<file path="src/rtl/ks_adder_pipe.sv">
// Pipelined Kogge-Stone adder/subtractor with valid/ready handshakes and a global stall.
// Latency is 2 + ceil(clog2(WIDTH)/REG_EVERY) cycles: operand stage, prefix groups, output stage.
module ks_adder_pipe #(
    parameter int WIDTH     = 16,
    parameter int REG_EVERY = 2
) (
    input  logic             clk,
    input  logic             rst_n,
    input  logic             in_valid,
    output logic             in_ready,
    input  logic [WIDTH-1:0] a,
    input  logic [WIDTH-1:0] b,
    input  logic             cin,
    input  logic             sub,
    output logic             out_valid,
    input  logic             out_ready,
    output logic [WIDTH-1:0] sum,
    output logic             cout,
    output logic             ovf,
    output logic             zero
);
    localparam int L = $clog2(WIDTH);

    logic             adv_s;
    logic [WIDTH-1:0] beff_s;
    logic [WIDTH-1:0] p0_r;
    logic [WIDTH-1:0] g0_r;
    logic             c0_r;
    logic             v0_r;

    // Per-level views: index k is the input of prefix level k, index L the final result.
    logic [L:0][WIDTH-1:0]   lg_s;
    logic [L:0][WIDTH-1:0]   lx_s;
    logic [L:0]              lc_s;
    logic [L:0]              lv_s;
    logic [L-1:0][WIDTH-1:0] lp_s;

    logic [WIDTH-1:0] cv_s;
    logic [WIDTH-1:0] sn_s;
    logic             out_valid_r;
    logic [WIDTH-1:0] sum_r;
    logic             cout_r;
    logic             ovf_r;
    logic             zero_r;

    assign adv_s    = out_ready | ~out_valid_r;
    assign in_ready = adv_s;
    assign beff_s   = b ^ {WIDTH{sub}};

    // Operand stage: bitwise propagate/generate and the effective carry-in.
    always_ff @(posedge clk or negedge rst_n) begin
        if (!rst_n) begin
            p0_r <= {WIDTH{1'b0}};
            g0_r <= {WIDTH{1'b0}};
            c0_r <= 1'b0;
            v0_r <= 1'b0;
        end else if (adv_s) begin
            p0_r <= a ^ beff_s;
            g0_r <= a & beff_s;
            c0_r <= sub | cin;
            v0_r <= in_valid & adv_s;
        end
    end

    // Carry-in enters as a gray cell on bit 0, so every prefix group ending at 0 includes it.
    assign lg_s[0] = {g0_r[WIDTH-1:1], g0_r[0] | (p0_r[0] & c0_r)};
    assign lp_s[0] = p0_r;
    assign lx_s[0] = p0_r;
    assign lc_s[0] = c0_r;
    assign lv_s[0] = v0_r;

    for (genvar k = 0; k < L; k++) begin : g_lvl
        localparam int D      = 2 ** k;
        localparam bit IS_REG = ((k + 1) % REG_EVERY == 0) || (k == L - 1);

        logic [WIDTH-1:0] gn_s;

        // Black/gray cells at distance D; lower positions pass through.
        always_comb begin
            gn_s = lg_s[k];
            for (int j = D; j < WIDTH; j++) begin
                gn_s[j] = lg_s[k][j] | (lp_s[k][j] & lg_s[k][j-D]);
            end
        end

        if (IS_REG) begin : g_reg
            logic [WIDTH-1:0] g_r;
            logic [WIDTH-1:0] x_r;
            logic             c_r;
            logic             v_r;

            // Pipeline register closing this group of prefix levels.
            always_ff @(posedge clk or negedge rst_n) begin
                if (!rst_n) begin
                    g_r <= {WIDTH{1'b0}};
                    x_r <= {WIDTH{1'b0}};
                    c_r <= 1'b0;
                    v_r <= 1'b0;
                end else if (adv_s) begin
                    g_r <= gn_s;
                    x_r <= lx_s[k];
                    c_r <= lc_s[k];
                    v_r <= lv_s[k];
                end
            end

            assign lg_s[k+1] = g_r;
            assign lx_s[k+1] = x_r;
            assign lc_s[k+1] = c_r;
            assign lv_s[k+1] = v_r;
        end else begin : g_wire
            assign lg_s[k+1] = gn_s;
            assign lx_s[k+1] = lx_s[k];
            assign lc_s[k+1] = lc_s[k];
            assign lv_s[k+1] = lv_s[k];
        end

        // Group propagate is only needed by levels that still follow.
        if (k < L - 1) begin : g_pp
            logic [WIDTH-1:0] pn_s;

            // Propagate merge at distance D.
            always_comb begin
                pn_s = lp_s[k];
                for (int j = D; j < WIDTH; j++) begin
                    pn_s[j] = lp_s[k][j] & lp_s[k][j-D];
                end
            end

            if (IS_REG) begin : g_preg
                logic [WIDTH-1:0] p_r;

                // Propagate register aligned with the generate register above.
                always_ff @(posedge clk or negedge rst_n) begin
                    if (!rst_n) begin
                        p_r <= {WIDTH{1'b0}};
                    end else if (adv_s) begin
                        p_r <= pn_s;
                    end
                end

                assign lp_s[k+1] = p_r;
            end else begin : g_pwire
                assign lp_s[k+1] = pn_s;
            end
        end
    end

    // Carry into bit i is the group generate G[i-1:-1]; bit 0 sees c0 directly.
    assign cv_s = {lg_s[L][WIDTH-2:0], lc_s[L]};
    assign sn_s = lx_s[L] ^ cv_s;

    // Output stage: sum and flags, held while the consumer stalls.
    always_ff @(posedge clk or negedge rst_n) begin
        if (!rst_n) begin
            out_valid_r <= 1'b0;
            sum_r       <= {WIDTH{1'b0}};
            cout_r      <= 1'b0;
            ovf_r       <= 1'b0;
            zero_r      <= 1'b0;
        end else if (adv_s) begin
            out_valid_r <= lv_s[L];
            sum_r       <= sn_s;
            cout_r      <= lg_s[L][WIDTH-1];
            ovf_r       <= lg_s[L][WIDTH-1] ^ lg_s[L][WIDTH-2];
            zero_r      <= (sn_s == {WIDTH{1'b0}});
        end
    end

    assign out_valid = out_valid_r;
    assign sum       = sum_r;
    assign cout      = cout_r;
    assign ovf       = ovf_r;
    assign zero      = zero_r;
endmodule

</file>
<file path="config.mk">
export PLATFORM = sky130hd
export DESIGN_NAME = ks_adder_pipe
export DESIGN_NICKNAME = d
export VERILOG_FILES = /design/src/rtl/ks_adder_pipe.sv
export SDC_FILE = /design/constraint.sdc
export NUM_CORES = 1
export LEC_CHECK = 0
export CORE_MARGIN = 1
export CORE_UTILIZATION = 51
export DETAILED_ROUTE_END_ITERATION = 12
export PLACE_DENSITY = 0.75
export SKIP_LAST_GASP = 1
export SYNTH_ARGS = -nofsm -noshare
export SYNTH_HDL_FRONTEND = slang
export SYNTH_SLANG_ARGS = --single-unit
</file>
<file path="constraint.sdc">
create_clock -name clk -period 1.3 [get_ports clk]
set_input_delay 0.26 -clock clk [delete_from_list [all_inputs] [get_ports clk]]
set_output_delay 0.26 -clock clk [all_outputs]
set_load 0.03 [all_outputs]
</file>
### Word level (Yosys, flattened, before mapping)

Cells that the tools add are included.

* bitwise logic cells: 146
* reductions and logical operators: 1

Operators with widths (number)
* $and 1x1->1: 88
* $or 1x1->1: 52
* $xor 16x16->16: 3
* $and 16x16->16: 1
* $logic_not 16->1: 1
* $not 1->1: 1
* $xor 1x1->1: 1

* bits in registers: 138
* output and inout port bits: 21

### Longest topological paths before layout

* depth in word-level cells: 6
* depth in mapped cells: 7

### Least setup slack after synthesis

No wires, ideal clock.

* kind: register -> output
* start point: register out_valid_r, in the netlist out_valid
* end point: output in_ready
* arrival: 1.180 ns
* data required time: 1.040 ns
* path slack: -0.140 ns
* cell stages (with the launch flop): 6
* path buffers: 3
* cell sequence: dfrtp_1 -> nor2b_2 -> buf_6 -> inv_6 -> buf_6 -> buf_6

* longest elaborated chain between the ends: 2

RTL lines
* start: declaration: line 40 `logic out_valid_r;`
* start signal: assignment: line 162 `out_valid_r <= lv_s[L];`
* $not 1->1: line 46 `assign adv_s = out_ready | ~out_valid_r;`
* $or 1x1->1: line 46
* end: declaration: line 10 `output logic in_ready,`

Every way passes these cells.

### Worst setup path after layout

Same ends and word-level chain as after synthesis.

==> results_dict.tcl <==
set metrics [dict create \
    status "complete, but fails checks" \
    violations "negative setup slack" \
    synth_area_leaders "dfrtp_1, nand2_1, a21o_1" \
    critPathLaunchType "flip-flop" \
    reg2reg_from "out_valid" \
    ant_nets 0 \
    dp_cells 828 \
    post-route-min-period_ps 1430 \
    htree_levels 4 \
    slowest_delay_ps 350 \
    hold_viol 0 \
    synth.area.mux_share_pct 1.44 \
    grt.total_usage_pct 22.9 \
    hp-class "in2reg" \
    tightest_slew_ps 534 \
    cp_cell_sequence "nor2b_4 > inv_8 > buf_6" \
    required_ps 1040 \
    io_pins 59 \
    fin_setup_tns_ps -1900 \
    grt_first_pass_wirelength_um 20800 \
    numCtsBuffers 17 \
    place.detailed.hpwl_um 8080 \
    ys_top_cells_by_count "nand2_1, dfrtp_1, a21oi_1, nor2_1, a21o_1" \
    layout-drive-gt1-share_pct 18.3 \
    finalNetCount 779 \
    synth_area_leader_cell "dfrtp_1" \
    min_to "v0_r" \
    power_density_mw_per_mm2 2480 \
    clk_pin_slew_ps 50 \
    worstHoldPathCells 3 \
    synth_edf_count 0 \
    wirelength_um 13800 \
    root_buffer "clkbuf_16" \
    leakagePower_uw 0.00398 \
    vias_per_cell 5.29 \
    grt_max_degree 97 \
    worst_slack_ps -132 \
    area_delta_synth_final_pct 32.6 \
    synth_top_family_by_area "simple AND/OR/NAND/NOR gates" \
    synthCells 624 \
    insertion_delay_ps 420 \
    yosysMostFrequentCell "nand2_1" \
    place.gp.congestion 0.782 \
    n_antenna_cell 0 \
    synth-adder-area-share_pct 3.38 \
    worstSetupEndpointType "output pin" \
    worst-path-buf-inv 2 \
    drv_slew 0 \
    clock-sinks 134 \
    synth-seq-cells 134 \
    cp_max_fo 3 \
    die_x_um 110 \
    start_util_pct 53.5 \
    regArea_mm2 0.00335 \
    synth-simple-area-share_pct 20.0 \
    maxCapViolCount 0 \
    syn_nets 678 \
    cp_top_family "flip-flops" \
    hold_start "in_valid" \
    rrSetupSlack_ps -110 \
    criticalPathCategory "reg2out" \
    async_flop_share_pct 100 \
    rows 38 \
    dpl_cell_area_mm2 0.00685 \
    avgSynthCellArea_um2 9.49 \
    slowest_stage "dfrtp_2" \
    final_cells 878 \
    multi_input_area_mm2 0.00244 \
    cp_data_arrival_time_ps 1170 \
    io_buffers 58 \
    max_freq_ghz 0.698 \
    fill_cells 783 \
    min_period_over_period_pct 110 \
    synth_top_area_share_pct 56.6 \
    core-area_mm2 0.0111 \
    drt_iter0_drc 363 \
    worst_r2r_path_depth 7 \
    synth-compound-area-share_pct 9.47 \
    cts_tree "yes" \
    dieArea_mm2 0.0120 \
    drc 0 \
    dr_total_vias 4646 \
    die_height_um 110 \
    ys_seq_area_share_pct 56.6 \
    grt_pass1_vias 4319 \
    rsz0062_at_grt "yes" \
    clockBufferDepth 2 \
    rr_endpoint "g_lvl[1].g_reg.g_r[0]" \
    wire_per_inst_um 15.7 \
    worst_hold_slack_ps 379 \
    ir_drop_mv 1.40 \
    overflow 0 \
    drtPass1Iterations 5 \
    slew_headroom_pct 64.4 \
    netlist_area_mm2 0.00592 \
    yosys_warnings 0 \
    synthDistinctLibCells 28 \
    antenna_found_initial 0 \
    synthFlopType "dfrtp_1" \
    total_power_uw 19500 \
    skew_ps 8.17 \
    synth_xor_area_share_pct 5.01 \
    postLayoutCellArea_mm2 0.00785 \
    setup_violations 59 \
]
## routing by layer
| layer | part of all wire [%] | routed length (um) | track usage [%] | up-vias |
|---|---|---|---|---|
| li1 | - | - | - | 2214 |
| met1 | 43 | 5950 | 31.6 | 2232 |
| met5 | 0 | 0 | 0 | - |
| met3 | 5.9 | 811 | 5.87 | 28 |
| met2 | 49 | 6700 | 36.2 | 172 |
| met4 | 2.2 | 303 | 6.19 | 0 |
## metrics by stage
step           worst slack, ps  util (%)
6_report                  -132      70.9
5_1_grt                   -169      70.9
4_1_cts                   -144      67.9
3_5_place_dp              -352      61.9
3_3_place_gp              -291      61.9
2_1_floorplan            -48.2         -
## cells in the final DEF (no fill, tap or decap), drive strengths merged, types with 2 or more instances in the layout
cell type / count
a21o: 28
a21oi: 36
buf: 69
bufinv: 2
clkbuf: 25
clkdlybuf4s50: 36
clkinv: 8
clkinvlp: 4
dfrtp: 134
ha: 16
inv: 2
mux2: 6
nand2: 255
nand3: 5
nand4: 5
nor2: 36
o21a: 3
o21ai: 22
o31ai: 4
or3: 2
xnor2: 17
xor2: 16
## power breakdown
part | total (uW) | switching [uW] | leakage, uW | internal [uW]
Clock | 4640 | 1790 | 0.000275 | 2850
Sequential | 7320 | 1410 | 0.00165 | 5910
Combinational | 7530 | 3850 | 0.00205 | 3670
Total | 19500 | 7050 | 0.00398 | 12400
## repair_timing
action,CTS,global route
setup buffers,3,4
gates resized for setup,8,32
endpoints found under the hold margin,134,0
pin swaps,1,9
endpoints found under the setup margin,4,123
hold buffers,1,0
cloned,2,8
## flip-flops by register name, summed over array words and instances, names as in the netlist
register and count:
g_lvl.g_reg.v_r 2, sum 16, p0_r 16, v0_r 1
g_lvl.g_pp.g_preg.p_r 12, g_lvl.g_reg.g_r 32, g_lvl.g_reg.c_r 2, c0_r 1
ovf 1, out_valid 1, g_lvl.g_reg.x_r 32, zero 1
g0_r 16, cout 1
## area by class of cell
type / instances / area share, %
flip-flops and latches: 134 / 42.7
multi-input cells: 456 / 31.1
repair buffers: 113 / 16.1
clock buffers: 19 / 5.64
well taps: 140 / 2.23
clock inverters: 13 / 1.69
repair inverters: 2 / 0.319
inverters: 1 / 0.143
## worst max-delay path by stage
| stage | depth (start not counted) | end | slack, ps | start |
|---|---|---|---|---|
| 5_1_grt | 3 | in_ready | -170 | out_valid |
| 2_1_floorplan | 5 | g_lvl[1].g_reg.g_r[1] | -50 | out_valid |
| 3_3_place_gp | 6 | p0_r[11] | -290 | sub |
| 3_5_place_dp | 4 | g_lvl[3].g_reg.g_r[14] | -350 | out_ready |
| 4_1_cts | 3 | in_ready | -140 | out_valid |
| 6_report | 3 | in_ready | -130 | out_valid |
## worst reg2reg max path, stage by stage (launching register included)
cell and delay [ps]:
dfrtp_2 400, nor2b_4 150, buf_6 150, buf_12 140, buf_4 130, buf_4 150
nor2_1 120, nor2_1 60
## cell families after synthesis
kind of cell	count (synthesis)
simple gates	306
flops	134
compound gates	94
buf+inv	34
xor+xnor	33
fa+ha+maj	16
mux	7
No activity file was read; power rests on OpenSTA's default activity.
